<file path="src/rtl/d_write_buffer.sv">
// Posted write buffer between a write-through D-cache and the memory port.
// Optional macro WB_READ_BYPASS_EN lets reads overtake queued stores to other words.
module d_write_buffer #(
   parameter int DEPTH   = 4,
   parameter int A_WIDTH = 32
) (
   input  logic               clk,
   input  logic               clrn,
   input  logic [A_WIDTH-1:0] c_a,
   input  logic [31:0]        c_din,
   output logic [31:0]        c_dout,
   input  logic               c_strobe,
   input  logic               c_rw,
   input  logic [3:0]         c_wen,
   input  logic [1:0]         c_size,
   output logic               c_ready,
   output logic [A_WIDTH-1:0] mem_a,
   output logic [31:0]        mem_din,
   input  logic [31:0]        mem_dout,
   output logic               mem_strobe,
   output logic               mem_rw,
   output logic [3:0]         mem_wen,
   output logic [1:0]         mem_size,
   input  logic               mem_ready,
   output logic               wb_empty
);
   localparam int          PW       = $clog2(DEPTH);
   localparam logic [PW:0] CNT_FULL = (PW+1)'(DEPTH);
   localparam logic [PW:0] CNT_ONE  = (PW+1)'(1);
   localparam logic [PW-1:0] PTR_ONE = PW'(1);

   typedef enum logic [1:0] {
      IDLE  = 2'd0,
      WRITE = 2'd1,
      READ  = 2'd2
   } state_t;

   state_t              state_q;
   logic [PW-1:0]       head_q;
   logic [PW-1:0]       tail_q;
   logic [PW:0]         count_q;
   logic [PW:0]         count_d;
   logic [A_WIDTH-1:0]  a_q    [DEPTH];
   logic [31:0]         d_q    [DEPTH];
   logic [3:0]          wen_q  [DEPTH];
   logic [1:0]          size_q [DEPTH];

   logic wr_acc_s;
   logic pop_s;
   logic rd_pend_s;
   logic rd_ok_s;

   // A full queue refuses the write even if the head retires this same cycle.
   assign wr_acc_s  = c_strobe & c_rw & (count_q != CNT_FULL);
   assign pop_s     = (state_q == WRITE) & mem_ready;
   assign rd_pend_s = c_strobe & ~c_rw;

`ifdef WB_READ_BYPASS_EN
   logic hit_s;

   // Word-address match of the pending read against every live queue entry.
   always_comb begin
      logic [PW-1:0] off;
      hit_s = 1'b0;
      for (int i = 0; i < DEPTH; i++) begin
         off = PW'(i) - head_q;
         if (({1'b0, off} < count_q) && (a_q[i][A_WIDTH-1:2] == c_a[A_WIDTH-1:2])) begin
            hit_s = 1'b1;
         end else begin
            hit_s = hit_s;
         end
      end
   end

   assign rd_ok_s = ~hit_s & (c_a[31:16] != 16'hffff);
`else
   assign rd_ok_s = (count_q == '0);
`endif

   // Occupancy next state: a simultaneous push and pop leaves it unchanged.
   always_comb begin
      count_d = count_q;
      if (wr_acc_s & ~pop_s) begin
         count_d = count_q + CNT_ONE;
      end else if (pop_s & ~wr_acc_s) begin
         count_d = count_q - CNT_ONE;
      end else begin
         count_d = count_q;
      end
   end

   // Pointers, occupancy and the memory-port sequencer.
   always_ff @(posedge clk or negedge clrn) begin
      if (!clrn) begin
         state_q <= IDLE;
         head_q  <= '0;
         tail_q  <= '0;
         count_q <= '0;
      end else begin
         if (wr_acc_s) tail_q <= tail_q + PTR_ONE;
         if (pop_s)    head_q <= head_q + PTR_ONE;
         count_q <= count_d;
         case (state_q)
            IDLE: begin
               if (rd_pend_s & rd_ok_s)   state_q <= READ;
               else if (count_q != '0)    state_q <= WRITE;
               else                       state_q <= IDLE;
            end
            WRITE:   state_q <= mem_ready ? IDLE : WRITE;
            READ:    state_q <= mem_ready ? IDLE : READ;
            default: state_q <= IDLE;
         endcase
      end
   end

   // Queue storage; contents are only meaningful inside the head..tail window.
   always_ff @(posedge clk) begin
      if (wr_acc_s) begin
         a_q[tail_q]    <= c_a;
         d_q[tail_q]    <= c_din;
         wen_q[tail_q]  <= c_wen;
         size_q[tail_q] <= c_size;
      end
   end

   assign mem_strobe = (state_q != IDLE);
   assign mem_rw     = (state_q == WRITE);
   assign mem_a      = (state_q == READ) ? c_a    : a_q[head_q];
   assign mem_wen    = (state_q == READ) ? c_wen  : wen_q[head_q];
   assign mem_size   = (state_q == READ) ? c_size : size_q[head_q];
   assign mem_din    = d_q[head_q];
   assign c_ready    = wr_acc_s | ((state_q == READ) & mem_ready);
   assign c_dout     = mem_dout;
   assign wb_empty   = (count_q == '0) & (state_q != WRITE);

endmodule

</file>
<file path="config.mk">
export PLATFORM = sky130hd
export DESIGN_NAME = d_write_buffer
export DESIGN_NICKNAME = d
export VERILOG_FILES = /design/src/rtl/d_write_buffer.sv
export SDC_FILE = /design/constraint.sdc
export NUM_CORES = 1
export LEC_CHECK = 0
export ABC_AREA = 1
export CAP_MARGIN = 30
export CORE_ASPECT_RATIO = 0.5
export CORE_MARGIN = 3
export CORE_UTILIZATION = 59
export CTS_BUF_LIST = sky130_fd_sc_hd__clkbuf_2 sky130_fd_sc_hd__clkbuf_4 sky130_fd_sc_hd__clkbuf_8
export CTS_CLUSTER_DIAMETER = 30
export DETAILED_ROUTE_END_ITERATION = 12
export HOLD_SLACK_MARGIN = 0.15
export PLACE_DENSITY = 0.88
export SKIP_CTS_REPAIR_TIMING = 1
export SLEW_MARGIN = 20
export SYNTH_ARGS = -nofsm -noshare
export SYNTH_HDL_FRONTEND = slang
export SYNTH_SLANG_ARGS = --single-unit
</file>
<file path="constraint.sdc">
create_clock -name clk -period 10.4 [get_ports clk]
set_input_delay 3.12 -clock clk [delete_from_list [all_inputs] [get_ports clk]]
set_output_delay 3.12 -clock clk [all_outputs]
set_load 0.03 [all_outputs]
</file>
==> run_results.csv <==
group,metric,value,unit
status,outcome,"finished clean",
timing,finalSetupViolations,0,
synthesis,syn_nets,1240,
timing,max_slew_margin,0.406,
synthesis,ys_ff_latch,289,
die,die_x,211,um
layout,diodes,0,
synthesis,post_synth_fa_ha_maj_area_fraction,0.00667,
synthesis,synth_simple_gate_area_frac,0.152,
synthesis,synth_top_family_by_area,"simple AND/OR/NAND/NOR gates",
grt,grt_pass1_vias,8863,
setup_path,arrival,4.98,ns
layout,ff_latch_area,8640,um2
synthesis,synthCells,1127,
layout,fin_util,0.732,
cts,clock_latency,0.55,ns
timing,tightest_slew,0.891,ns
detailed_routing,route.vias.total,8370,
setup_path,critPathMaxFanout,8,
die,placeableCoreArea,20000,um2
power_and_ir_drop,leakage,0.00594,uW
die,die_area,22900,um2
grt,grt.overflow.total,0,
cts,numCtsBuffers,43,
cts,ctsLongestPathBuffers,3,
cts,cts-root-buf,"clkbuf_8",
detailed_routing,drt_wl_total,27.3,mm
setup_path,worstSetupPathType,"in -> out",
timing,period_share,0.779,
power_and_ir_drop,power_density,285,nW/um2
setup_path,startpoint_type,"primary input",
synthesis,synth_compound_area_frac,0.0434,
place,place_hpwl,15.8,mm
detailed_routing,first_pass_iters,5,
setup_path,worst_setup_path_end_kind,"primary output",
timing,skew,0.0221,ns
layout,area_delta_synth_final,18.4,%
synthesis,synth-xor-area-share,0.00283,
layout,fill_cells,1282,
job,drv_cap,0,
detailed_routing,first_iter_violations,683,
setup_path,r2r_setup_slack,7.57,ns
layout,multi_input_area,2560,um2
timing,rsz0062_at_grt,"false",
die,row_count,36,
min_path,hp-class,"reg -> reg",
grt,antenna_found_initial,0,
detailed_routing,drc_errors,0,
layout,layout_commonest_cell,"nand2_1",
timing,fmax,123,MHz
cts,clk_pin_slew,0.06,ns
cts,cts_max_level,2,
min_path,worstHoldStart,"tail_q[0]",
place,io_buffer_count,148,
synthesis,synth-seq-area-share,0.698,
synthesis,yosysTopAreaCell,"edfxtp_1",
detailed_routing,antenna_left,0,
synthesis,synthMuxAreaShare,0,
die,io_pins,213,
power_and_ir_drop,ir_drop,0.223,mV
detailed_routing,detail_route.wl_per_cell,17.7,um
grt,grtUsageTotal,0.242,
synthesis,netlist_top_cells_area,"edfxtp_1 68%, nand2_1 9.6%, inv_1 5.2%",
timing,hold_violations,0,
timing,fin_setup_tns,0,ns
layout,drive_gt1_frac,0.0688,
cts,cts.sinks,289,
synthesis,synth_top_area_frac,0.679,
synthesis,ys_warn_count,0,
synthesis,syn_avg_cell_area,11.0,um2
detailed_routing,viasPerCell,5.42,
cts,cts_tree,"yes",
setup_path,r2r-start,"count_q[0]",
layout,final_cell_mix,"316 x nand2_1, 280 x edfxtp_1, 170 x inv_1",
timing,drv_slew,0,
synthesis,synth_area,12400,um2
setup_path,startpoint,"c_strobe",
setup_path,cp.required,7.28,ns
layout,nNetsFinal,1361,
synthesis,synth_cell_types,21,
place,place_congestion,0.825,
die,die_h,108,um
grt,grt_max_degree,85,
die,start_util,0.619,
timing,period_needed,8.10,ns
grt,grt_pass1_wl,43.2,mm
state kept, by name (all words and copies together), names as in the netlist:
| register | cells |
|---|---|
| a_q | 128 |
| count_q | 3 |
| tail_q | 2 |
| head_q | 2 |
| state_q | 2 |
| size_q | 8 |
| wen_q | 16 |
| d_q | 128 |
worst max-delay path, stage by stage:
cell and delay, ns:
clkdlybuf4s50_1 0.53, nand3_1 0.42, nand2_1 0.21, clkdlybuf4s50_1 0.70
layer usage:
| layer | GRT usage | wire length, um | up-vias |
|---|---|---|---|
| met5 | 0 | 0 | - |
| met4 | 0.106 | 873 | 0 |
| met3 | 0.0519 | 1840 | 89 |
| met2 | 0.434 | 14000 | 333 |
| met1 | 0.286 | 10600 | 4027 |
| li1 | - | - | 3921 |
cell usage after synthesis:
cell	n
inv_4	1
buf_2	18
buf_6	6
inv_2	1
xnor2_1	1
inv_1	170
ha_1	5
nand3_1	82
xor2_1	3
buf_1	2
edfxtp_1	280
clkbuf_1	15
fa_1	1
buf_4	45
nor2_1	69
dfrtp_1	9
o21ai_0	66
nor2_2	1
o22ai_1	33
nand4_1	3
nand2_1	316
area by class of cell:
cell class              count  area share
clock buffers              53      0.0468
clock inverters            23     0.00820
inverters                 172      0.0442
multi-input cells         580       0.175
flip-flops and latches    289       0.590
well taps                 266      0.0227
repair buffers            162       0.113
per-stage QoR:
step | hold WS (ns) | worst slack (ns) | cells | area, um2 | total power (uW)
after CTS | 0.559 | 2.32 | 1545 | 14600 | 4200
after global placement | 0.519 | 2.39 | 1465 | 13700 | 3260
final | 0.554 | 2.30 | 1545 | 14600 | 4170
after global routing | 0.584 | 2.26 | 1545 | 14600 | 4400
after detailed placement | 0.544 | 2.33 | 1469 | 13800 | 3330
after floorplan | 0.492 | 3.62 | 1127 | 12400 | 2700
final timing paths:
| check | cells after the start | endpoint |
|---|---|---|
| setup / recovery | 4 | c_ready |
| hold / removal | 2 | tail_q[0] |
| setup reg to reg | 6 | size_q[0][1] |
| hold reg to reg | 2 | tail_q[0] |
| max in group asynchronous | 1 | head_q[0] |
| min in group asynchronous | 1 | state_q[0] |
power by group:
group | leakage, uW | switching (uW) | internal (uW) | total, uW
Combinational | 0.00289 | 1180 | 636 | 1820
Clock | 0.000405 | 427 | 438 | 865
Sequential | 0.00265 | 72.0 | 1410 | 1490
logic make-up after synthesis:
group,count (synthesis)
and+or+nand+nor,471
DFF,289
adders and majority gates,6
xor gates and xnor gates,4
AOI/OAI and AO/OA,99
buffers and inverters,258
(Power assumes the default switching activity.)
